$ cat src/rtl/fp_pkg.sv
// Shared FP32 definitions for the FP datapath blocks (adder, converters, multiplier).
package fp_pkg;

  localparam int unsigned FP32_W      = 32;
  localparam int unsigned FP32_EXP_W  = 8;
  localparam int unsigned FP32_FRAC_W = 23;
  localparam int unsigned FP32_SIG_W  = FP32_FRAC_W + 1;
  localparam int unsigned FP32_BIAS   = 127;
  localparam logic [FP32_EXP_W-1:0] FP32_EXP_MAX = '1;

  typedef enum logic [1:0] {
    FP_ZERO,
    FP_NORM,
    FP_INF,
    FP_NAN
  } fp_class_e;

  typedef struct packed {
    logic                   sign;
    logic [FP32_EXP_W-1:0]  exp;
    logic [FP32_FRAC_W-1:0] frac;
  } fp32_t;

  // Round-to-nearest-even increment decision.
  function automatic logic rne_inc(input logic guard, input logic sticky, input logic lsb);
    return guard & (sticky | lsb);
  endfunction

endpackage

$ cat src/rtl/fp_unpack.sv
// Combinational FP32 field split and classification; denormals collapse to FP_ZERO.
module fp_unpack
  import fp_pkg::*;
(
  input  logic [FP32_W-1:0]     fp,
  output logic                  sign_c,
  output logic [FP32_EXP_W-1:0] exp_c,
  output logic [FP32_SIG_W-1:0] sig_c,
  output fp_class_e             cls_c
);

  fp32_t f;

  assign f      = fp32_t'(fp);
  assign sign_c = f.sign;
  assign exp_c  = f.exp;
  assign sig_c  = {(f.exp != '0), f.frac};

  always_comb begin
    cls_c = FP_NORM;
    if (f.exp == FP32_EXP_MAX) begin
      cls_c = (f.frac != '0) ? FP_NAN : FP_INF;
    end else if (f.exp == '0) begin
      cls_c = FP_ZERO;
    end
  end

endmodule

$ cat src/rtl/fp32_to_fixed.sv
// Three-stage FP32 -> signed fixed-point converter: unpack, shift/round (RNE), sign/saturate.
module fp32_to_fixed
  import fp_pkg::*;
#(
  parameter int unsigned PRECISION = 32,
  parameter int unsigned EXPONENT  = 8,
  parameter int unsigned FRACTION  = 23,
  parameter int unsigned INT_W     = 32,
  parameter int unsigned FRAC_BITS = 8
) (
  input  logic                 clk,
  input  logic                 reset_n,
  input  logic                 in_valid,
  output logic                 in_ready,
  input  logic [PRECISION-1:0] fp_in,
  output logic                 out_valid,
  input  logic                 out_ready,
  output logic [INT_W-1:0]     int_out,
  output logic                 overflow,
  output logic                 invalid
);

  localparam int unsigned BIAS    = (1 << (EXPONENT - 1)) - 1;
  localparam int unsigned SH_OFS  = BIAS + FRACTION - FRAC_BITS;
  localparam int unsigned SH_W    = 10;
  localparam int unsigned MAG_W   = 64;
  localparam int unsigned LSH_MAX = MAG_W - FP32_SIG_W;
  localparam int unsigned RND_W   = FP32_SIG_W + 2;
  localparam int unsigned WIDE_W  = FP32_SIG_W + RND_W;

  localparam logic [MAG_W-1:0] POS_LIM = (MAG_W'(1) << (INT_W - 1)) - MAG_W'(1);
  localparam logic [MAG_W-1:0] NEG_LIM = MAG_W'(1) << (INT_W - 1);
  localparam logic [INT_W-1:0] INT_MAX = {1'b0, {(INT_W-1){1'b1}}};
  localparam logic [INT_W-1:0] INT_MIN = {1'b1, {(INT_W-1){1'b0}}};

  logic en;
  assign en       = !out_valid || out_ready;
  assign in_ready = en && reset_n;

  // S1 combinational: field split and signed shift distance
  logic                  u_sign;
  logic [FP32_EXP_W-1:0] u_exp;
  logic [FP32_SIG_W-1:0] u_sig;
  fp_class_e             u_cls;
  logic signed [SH_W-1:0] sh_c;

  fp_unpack u_unpack (
    .fp     (fp_in),
    .sign_c (u_sign),
    .exp_c  (u_exp),
    .sig_c  (u_sig),
    .cls_c  (u_cls)
  );

  assign sh_c = SH_W'(u_exp) - SH_W'(SH_OFS);

  // Stage registers
  logic                   s1_v, s1_sign;
  fp_class_e              s1_cls;
  logic [FP32_SIG_W-1:0]  s1_sig;
  logic signed [SH_W-1:0] s1_sh;

  logic                   s2_v, s2_sign, s2_big;
  fp_class_e              s2_cls;
  logic [MAG_W-1:0]       s2_mag;

  // S2 combinational: align significand, round right shifts to nearest even
  logic [MAG_W-1:0]  mag_c;
  logic              big_c;
  logic [SH_W-1:0]   neg_c;
  logic [SH_W-1:0]   rsh_c;
  logic [WIDE_W-1:0] wide_c;

  always_comb begin
    mag_c  = '0;
    big_c  = 1'b0;
    neg_c  = '0;
    rsh_c  = '0;
    wide_c = '0;
    if (!s1_sh[SH_W-1]) begin
      if (s1_sh[SH_W-2:0] > (SH_W-1)'(LSH_MAX)) begin
        big_c = 1'b1;
      end else begin
        mag_c = MAG_W'(s1_sig) << s1_sh[5:0];
      end
    end else begin
      // Distances past RND_W behave identically: value 0, guard 0, sticky 1.
      neg_c  = -s1_sh;
      rsh_c  = (neg_c > SH_W'(RND_W)) ? SH_W'(RND_W) : neg_c;
      wide_c = {s1_sig, RND_W'(0)} >> rsh_c;
      mag_c  = MAG_W'(wide_c[WIDE_W-1:RND_W])
             + MAG_W'(rne_inc(wide_c[RND_W-1], |wide_c[RND_W-2:0], wide_c[RND_W]));
    end
  end

  // S3 combinational: apply sign, saturate, map specials
  logic [INT_W-1:0] res_c;
  logic             ovf_c;
  logic             inv_c;

  always_comb begin
    res_c = '0;
    ovf_c = 1'b0;
    inv_c = 1'b0;
    unique case (s2_cls)
      FP_NAN: inv_c = 1'b1;
      FP_INF: begin
        ovf_c = 1'b1;
        res_c = s2_sign ? INT_MIN : INT_MAX;
      end
      FP_NORM: begin
        if (s2_sign) begin
          if (s2_big || (s2_mag > NEG_LIM)) begin
            ovf_c = 1'b1;
            res_c = INT_MIN;
          end else begin
            res_c = INT_W'(0) - s2_mag[INT_W-1:0];
          end
        end else begin
          if (s2_big || (s2_mag > POS_LIM)) begin
            ovf_c = 1'b1;
            res_c = INT_MAX;
          end else begin
            res_c = s2_mag[INT_W-1:0];
          end
        end
      end
      default: ;
    endcase
  end

  // Pipeline advance; every stage holds while the output is stalled
  always_ff @(posedge clk) begin
    if (!reset_n) begin
      s1_v      <= 1'b0;
      s1_sign   <= 1'b0;
      s1_cls    <= FP_ZERO;
      s1_sig    <= '0;
      s1_sh     <= '0;
      s2_v      <= 1'b0;
      s2_sign   <= 1'b0;
      s2_cls    <= FP_ZERO;
      s2_mag    <= '0;
      s2_big    <= 1'b0;
      out_valid <= 1'b0;
      int_out   <= '0;
      overflow  <= 1'b0;
      invalid   <= 1'b0;
    end else if (en) begin
      s1_v      <= in_valid;
      s1_sign   <= u_sign;
      s1_cls    <= u_cls;
      s1_sig    <= u_sig;
      s1_sh     <= sh_c;
      s2_v      <= s1_v;
      s2_sign   <= s1_sign;
      s2_cls    <= s1_cls;
      s2_mag    <= mag_c;
      s2_big    <= big_c;
      out_valid <= s2_v;
      int_out   <= res_c;
      overflow  <= s2_v & ovf_c;
      invalid   <= s2_v & inv_c;
    end
  end

endmodule
$ cat config.mk
export PLATFORM = sky130hd
export DESIGN_NAME = fp32_to_fixed
export DESIGN_NICKNAME = d
export VERILOG_FILES = /design/src/rtl/fp_pkg.sv /design/src/rtl/fp_unpack.sv /design/src/rtl/fp32_to_fixed.sv
export SDC_FILE = /design/constraint.sdc
export NUM_CORES = 1
export LEC_CHECK = 0
export ABC_AREA = 0
export CAP_MARGIN = 20
export CORE_MARGIN = 2
export CORE_UTILIZATION = 45
export DETAILED_ROUTE_END_ITERATION = 6
export GPL_TIMING_DRIVEN = 0
export PLACE_DENSITY = 0.71
export SYNTH_ARGS = -nofsm -noshare
export SYNTH_HDL_FRONTEND = slang
export SYNTH_SLANG_ARGS = --single-unit
$ cat constraint.sdc
create_clock -name clk -period 11.45 [get_ports clk]
set_clock_uncertainty 0.15 [all_clocks]
set_input_delay 1.7175 -clock clk [delete_from_list [all_inputs] [get_ports clk]]
set_output_delay 1.7175 -clock clk [all_outputs]
set_load 0.05 [all_outputs]
==> results of run 1 <==
==> layout by cell type, fill, tap and decap left out, types with 12 or more instances in the layout <==
cell type and n:
a21oi_1 87, nor2b_1 57, buf_1 13, o211ai_1 14, nand3_1 26, a21boi_0 42, a221oi_1 14, o21ai_0 149
a31oi_1 20, xor2_1 21, nor2_1 116, clkbuf_1 93, nor3_1 37, or3_1 12, a22oi_1 48, nand2_1 245
mux2_2 13, dfxtp_1 141, mux2i_1 39, clkdlybuf4s50_1 70, buf_2 19, xnor2_1 24, and2_1 33, inv_1 22
clkbuf_16 17, nor4_1 24, o22ai_1 24
==> registers in the layout (all words and copies together), names as in the netlist <==
name       count
s1_v           1
s1_sh          9
int_out       32
s1_sign        1
s1_sig        24
s2_cls         2
out_valid      1
s2_big         1
overflow       1
s2_sign        1
s1_cls         2
s2_mag        64
invalid        1
s2_v           1
==> metal layers <==
| layer | track usage, % | vias to the layer above | wire length [µm] | part of all wire, % |
|---|---|---|---|---|
| met1 | 53.6 | 6530 | 22100 | 42 |
| met2 | 56.3 | 987 | 21900 | 41 |
| met3 | 16.7 | 129 | 7860 | 15 |
| met4 | 10.1 | 0 | 1350 | 2.5 |
| li1 | - | 5998 | - | - |
| met5 | 0 | - | 0 | 0 |
==> logic make-up (layout without fill, tap and decap cells) <==
kind of cell | after synthesis | after routing | synth area share [%]
xor+xnor | 46 | 46 | 3.56
compound gates | 526 | 526 | 30.7
mux | 62 | 62 | 6.45
fa+ha+maj | 8 | 8 | 0.868
other cells | 0 | 1 | 0
simple gates | 635 | 635 | 27.4
flops | 141 | 141 | 24.5
buf+inv | 169 | 273 | 6.51
==> worst register-to-register path, cell delays in order (launching register included) <==
cell and delay, ns:
dfxtp_1 0.34, clkbuf_1 0.35, buf_4 0.29, clkinv_1 0.32, clkbuf_1 0.43, ha_1 0.32
buf_2 0.18, xnor2_1 0.20, nor2_1 0.59, clkbuf_1 0.55, a21oi_1 0.20, a221o_1 0.45
a32o_1 0.34, nor2b_1 0.27, ha_1 0.24, and4_1 0.25, and2_1 0.13, buf_2 0.19
nand4b_1 0.14, xnor2_1 0.29, o21ai_0 0.13
==> cell type report <==
type | instances | area (µm²)
buffer | 143 | 653
clock buffer | 17 | 425
multi-input combinational | 1277 | 7960
tap | 330 | 413
antenna | 1 | 2.50
inverter | 26 | 97.6
timing repair buffer | 72 | 711
clock inverter | 15 | 165
sequential | 141 | 2820
fill | 2494 | 11900
==> report_power, final <==
part	total (mW)	internal [mW]	switching (mW)	leakage, nW
combinational	0.652	0.201	0.451	3.25
sequential	0.534	0.510	0.0241	1.15
clock	0.569	0.311	0.258	0.290
==> worst paths after layout <==
path / end / slack [ns] / cells past startpoint
max: s2_mag[16] / 4.96 / 20
min: s1_v / 0.32 / 2
max reg2reg: s2_mag[16] / 4.96 / 20
min reg2reg: s1_v / 0.32 / 2
==> out/results.tsv, run 1 <==
stage	metric	value	unit
outcome	outcome	finished with violations	
outcome	violations	DRC	
timing	setup_viol	0	
placed_design	placed_cells	1988	
clock_network	cts_resized	0	
layout	drive_above_1_share	8.46	%
clock_network	clock_path_buffers	2	
global_routing	track_usage	39.2	%
clock_network	postCtsSetupBuffers	0	
synthesis	netlist_instances	1587	
timing	fmax	154	MHz
placed_design	gp_congestion	1.07	
synthesis	synth_seq_cells	141	
layout	final_util	52.6	%
routing	vias	13644	
synthesis	synth.most_common_cell	nand2_1	
timing	setup_tns	0	ns
timing	finalHoldViolCount	0	
timing	holdWs	0.319	ns
routing	drc	16	
setup_path	cpMaxStageDelayCell	nor2_1	
routing	wl_per_cell	26.3	µm
synthesis	postSynth.asyncResetShare	0	%
die	fp.dieW	164	µm
clock_network	clock_latency	0.44	ns
global_routing	globalRouteOverflowTotal	0	
die	die_h	164	µm
clock_network	cts-buffers-inserted	17	
die	core-area	25200	µm²
synthesis	yosys-top-cells-count	245 x nand2_1, 149 x o21ai_0, 141 x dfxtp_1	
setup_path	end_kind	register	
clock_network	cts_num_sinks	141	
synthesis	syn_nets	1631	
min_path	hp-class	reg -> reg	
power_and_ir_drop	leakagePower	4.69	nW
setup_path	startpoint_type	register	
setup_path	rr_startpoint	s1_sh[0]	
synthesis	ys_seq_area_share	24.5	%
routing	drtPass1Iterations	7	
synthesis	yosys.area.top_type	dfxtp_1	
timing	max_slew_margin	18.5	%
job	maxCapViolations	0	
timing	fin_ws	4.96	ns
setup_path	crit_fanout	11	
layout	final_area	13200	µm²
clock_network	cts_hold_buf	0	
setup_path	slowest_delay	0.58	ns
placed_design	detailedPlace.worstSlack	5.13	ns
setup_path	cpLargestDelayFamily	buffers and inverters	
clock_network	htree_levels	4	
timing	period_share	56.7	%
placed_design	portBuffers	70	
clock_network	clkTransAtPathRegs	0.08	ns
setup_path	critPathKind	reg -> reg	
timing	grt_setup_unrepaired	false	
clock_network	cts_tree	done	
routing	ant_nets	0	
die	dieArea	26900	µm²
setup_path	crit_buf_inv	7	
synthesis	synth_area_leaders	dfxtp_1 24%, nand2_1 8.0%, o21ai_0 6.5%, a21oi_1 3.8%, nor2_1 3.8%	
synthesis	netlist_area	11500	µm²
global_routing	antenna_found_initial	1	
setup_path	crit_top_cell	clkbuf_1	
die	io_pins	72	
layout	final_cells	2022	
setup_path	cp.arrival	6.65	ns
synthesis	yosys.area.top_type_share	24.5	%
timing	drv_slew	0	
timing	worst_slew_pin_slew	1.21	ns
synthesis	ys_types	102	
layout	area_delta_synth_final	14.9	%
die	std_cell_rows	58	
synthesis	synth_edf_count	0	
power_and_ir_drop	p_per_area	132	nW/µm²
die	initial_core_util	45.8	%
synthesis	yosysWarnings	0	
setup_path	worstPathRequired	11.61	ns
routing	wl	53200	µm
routing	drtIter0Drc	2059	
routing	vias_per_cell	6.75	
synthesis	syn_area_per_cell	7.27	µm²
setup_path	setup.worst_path.start	s1_sh[0]	
global_routing	grt_pass1_wl	78100	µm
timing	period_minus_slack	6.49	ns
layout	final_net_count	1722	
global_routing	grt_pass1_vias	12435	
clock_network	clockRootBuffer	clkbuf_16	
min_path	min_from	s1_v	
placed_design	post_dp_cell_area	12600	µm²
synthesis	synth-main-ff-cell	dfxtp_1	
global_routing	grt_max_degree	17	
power_and_ir_drop	ir_drop	117	µV
placed_design	dp_hpwl	41600	µm
setup_path	crit_chain	clkbuf_1, buf_4, clkinv_1, clkbuf_1, ha_1, buf_2, xnor2_1, nor2_1, clkbuf_1, a21oi_1, a221o_1, a32o_1, nor2b_1, ha_1, and4_1, and2_1, buf_2, nand4b_1, xnor2_1, o21ai_0	
power_and_ir_drop	p_total	1.75	mW
Note: power is estimated with default switching activity, not from simulation.
==> run 2: changes to the inputs <==
--- a/config.mk
+++ b/config.mk
@@ -11,7 +11,7 @@
 export CORE_UTILIZATION = 45
 export DETAILED_ROUTE_END_ITERATION = 6
 export GPL_TIMING_DRIVEN = 0
-export PLACE_DENSITY = 0.71
+export PLACE_DENSITY = 0.74
 export SYNTH_ARGS = -nofsm -noshare
 export SYNTH_HDL_FRONTEND = slang
 export SYNTH_SLANG_ARGS = --single-unit
==> constraint.sdc (replaced) <==
create_clock -name clk -period 5.4 [get_ports clk]
set_clock_uncertainty 0.15 [all_clocks]
set_input_delay 0.81 -clock clk [delete_from_list [all_inputs] [get_ports clk]]
set_output_delay 0.81 -clock clk [all_outputs]
set_load 0.05 [all_outputs]
==> out/results.tsv, run 2 (synthesis gave the netlist of run 1 again) <==
stage	metric	value	unit	change
power_and_ir_drop	p_comb_share	37.6	%	was 37.1%
layout	area_delta_synth_final	16.9	%	was 14.9%
layout	largest-register	s2_mag		unchanged
min_path	whs_path_depth	2		unchanged
setup_path	crit_fanout	11		unchanged
power_and_ir_drop	swShare	41.4	%	was 41.8%
die	io_pins	72		unchanged
global_routing	grt_pass1_wl	77700	µm	was 78100 µm
timing	period_minus_slack	5.33	ns	was 6.49 ns
timing	max_slew_margin	20.4	%	was 18.5%
die	std_cell_rows	58		unchanged
routing	vias	13587		was 13644
setup_path	cp.arrival	5.53	ns	was 6.65 ns
placed_design	dp_hpwl	40400	µm	was 41600 µm
setup_path	rr_startpoint	s1_sh[0]		unchanged
setup_path	rr_endpoint	s2_mag[20]		was s2_mag[16]
setup_path	slowest_delay	0.61	ns	was 0.58 ns
outcome	violations	DRC		unchanged
routing	wl	51900	µm	was 53200 µm
layout	drive_above_1_share	10.5	%	was 8.46%
timing	setup_viol	0		unchanged
placed_design	gp_congestion	1.06		was 1.07
die	initial_core_util	45.8	%	unchanged
layout	final_net_count	1726		was 1722
setup_path	end_kind	register		unchanged
global_routing	grt_max_degree	17		unchanged
global_routing	globalRouteOverflowTotal	0		unchanged
die	fp.dieW	164	µm	unchanged
die	core-area	25200	µm²	unchanged
setup_path	startpoint_type	register		unchanged
power_and_ir_drop	p_per_area	276	nW/µm²	was 132 nW/µm²
global_routing	grt_pass1_vias	12684		was 12435
clock_network	cts_tree	done		unchanged
power_and_ir_drop	clkPwrFrac	31.9	%	was 32.4%
layout	largest_reg_flops	64		unchanged
placed_design	portBuffers	70		unchanged
min_path	whs_endpoint	s1_v		unchanged
power_and_ir_drop	p_int	2.18	mW	was 1.02 mW
power_and_ir_drop	switchingPower	1.54	mW	was 733 µW
timing	period_share	98.8	%	was 56.7%
layout	n_antenna_cell	0		was 1
min_path	hp-class	reg -> reg		unchanged
layout	layout_commonest_cell	nand2_1		unchanged
power_and_ir_drop	ir_drop	218	µV	was 117 µV
timing	fin_ws	0.0672	ns	was 4.96 ns
placed_design	detailedPlace.worstSlack	-0.962	ns	was 5.13 ns
setup_path	critPathKind	reg -> reg		unchanged
setup_path	reg2reg_setup_slack	0.07	ns	was 4.96 ns
setup_path	crit_buf_inv	6		was 7
routing	vias_per_cell	6.71		was 6.75
outcome	outcome	finished with violations		unchanged
setup_path	cpLargestDelayFamily	compound AO/OA/AOI/OAI gates		was buffers and inverters
clock_network	clock_path_buffers	2		unchanged
die	dieArea	26900	µm²	unchanged
clock_network	cts-buffers-inserted	17		unchanged
setup_path	worstPathRequired	5.60	ns	was 11.61 ns
job	maxCapViolations	0		unchanged
clock_network	clkTransAtPathRegs	0.07	ns	was 0.08 ns
layout	final_cell_mix	244 x nand2_1, 149 x o21ai_0, 140 x dfxtp_1		was 245 x nand2_1, 149 x o21ai_0, 141 x dfxtp_1
clock_network	clock_latency	0.43	ns	was 0.44 ns
clock_network	cts_num_sinks	141		unchanged
timing	worst_slew_pin_slew	1.19	ns	was 1.21 ns
timing	grt_setup_unrepaired	false		unchanged
routing	wl_per_cell	25.6	µm	was 26.3 µm
power_and_ir_drop	leakagePower	4.78	nW	was 4.69 nW
clock_network	htree_levels	4		unchanged
timing	finalHoldViolCount	0		unchanged
routing	drtIter0Drc	1988		was 2059
routing	drc	1		was 16
timing	drv_slew	0		unchanged
timing	fmax	188	MHz	was 154 MHz
die	die_h	164	µm	unchanged
min_path	min_from	s1_v		unchanged
global_routing	track_usage	38.4	%	was 39.2%
setup_path	crit_cells	20		unchanged
power_and_ir_drop	seqPwrFrac	30.5	%	was 30.4%
layout	largestRegisters	s2_mag (64), int_out (32), s1_sig (24)		unchanged
global_routing	antenna_found_initial	0		was 1
setup_path	cpMaxStageDelayCell	a21oi_2		was nor2_1
power_and_ir_drop	p_total	3.72	mW	was 1.75 mW
routing	ant_nets	0		unchanged
clock_network	clockRootBuffer	clkbuf_16		unchanged
setup_path	reg2regPathDepth	20		unchanged
routing	drtPass1Iterations	7		unchanged
setup_path	crit_chain	buf_4, clkinv_2, buf_6, ha_1, clkbuf_4, xor2_4, a221oi_4, buf_4, a21oi_2, a21oi_1, o31ai_2, o221ai_2, nor2b_2, ha_1, and4_1, and2_1, buf_2, a31o_2, a21o_1, a31oi_1		was clkbuf_1, buf_4, clkinv_1, clkbuf_1, ha_1, buf_2, xnor2_1, nor2_1, clkbuf_1, a21oi_1, a221o_1, a32o_1, nor2b_1, ha_1, and4_1, and2_1, buf_2, nand4b_1, xnor2_1, o21ai_0
layout	final_util	53.5	%	was 52.6%
## run 2: cell types whose count changed in the layout (fill, tap and decap cells not counted), sizes merged
cell / delta
clkinvlp: +2
inv: -2
diode: -1
xor2: +1
buf: +6
clkinv: -1
clkbuf: -2
## run 2: how the worst max path moves through the flow
| stage | start | to | slack (ns) |
|---|---|---|---|
| 6_report | s1_sh[0] | s2_mag[20] | 0.07 |
| 5_1_grt | s1_sh[0] | s2_mag[16] | 0.01 |
| 4_1_cts | s1_sh[1] | s2_mag[16] | 0.02 |
| 3_5_place_dp | s1_sh[0] | s2_mag[15] | -0.96 |
| 3_3_place_gp | s1_sh[0] | s2_mag[15] | -1.04 |
| 2_1_floorplan | s1_sh[0] | s2_mag[20] | 0.64 |
## run 2: worst reg2reg max path, stage by stage (launching register included)
cell,delay [ns]
dfxtp_4,0.43
buf_4,0.25
clkinv_2,0.21
buf_6,0.22
ha_1,0.20
clkbuf_4,0.21
xor2_4,0.28
a221oi_4,0.09
buf_4,0.20
a21oi_2,0.61
a21oi_1,0.30
o31ai_2,0.34
o221ai_2,0.19
nor2b_2,0.23
ha_1,0.24
and4_1,0.20
and2_1,0.16
buf_2,0.16
a31o_2,0.24
a21o_1,0.16
a31oi_1,0.16
## run 2: timing repair
| item | CTS | global route |
|---|---|---|
| cloned | 0 | 1 |
| pin swaps | 1 | 3 |
| hold buffers | 0 | 0 |
| setup endpoints to repair | 25 | 19 |
| gates resized for setup | 22 | 28 |
| setup buffers | 2 | 3 |
## run 2: metrics by stage
| step | TNS [ns] | hold WS, ns | instances | area (µm²) |
|---|---|---|---|---|
| 2_1_floorplan | 0 | 0.289 | 1587 | 11500 |
| 3_3_place_gp | -17.39 | 0.298 | 1987 | 12600 |
| 3_5_place_dp | -14.99 | 0.307 | 1989 | 12700 |
| 4_1_cts | 0 | 0.315 | 2021 | 13300 |
| 5_1_grt | 0 | 0.330 | 2025 | 13500 |
| 6_report | 0 | 0.316 | 2025 | 13500 |
## run 2: per-layer routing
layer,part of all wire (%),GRT usage [%]
met5,0,0
met1,42,53.6
met3,13,11.3
met2,42,56.3
met4,3.3,12.9
## run 2: power by group through the flow
stage / sequential (mW) / combinational, mW / clock [mW]
after detailed placement: 1.15 / 1.29 / 0
final: 1.13 / 1.40 / 1.19
after global placement: 1.15 / 1.29 / 0
after CTS: 1.13 / 1.31 / 1.19
after global routing: 1.14 / 1.47 / 1.23
after floorplan: 1.15 / 0.838 / 0
## run 2: area by class of cell
cell class	count	area (µm²)
Tap cell	330	413
Timing Repair Buffer	77	748
Clock inverter	14	146
Clock buffer	18	429
Buffer	141	673
Multi-Input combinational cell	1278	8140
Sequential cell	141	2830
Fill cell	2531	11700
Inverter	26	103
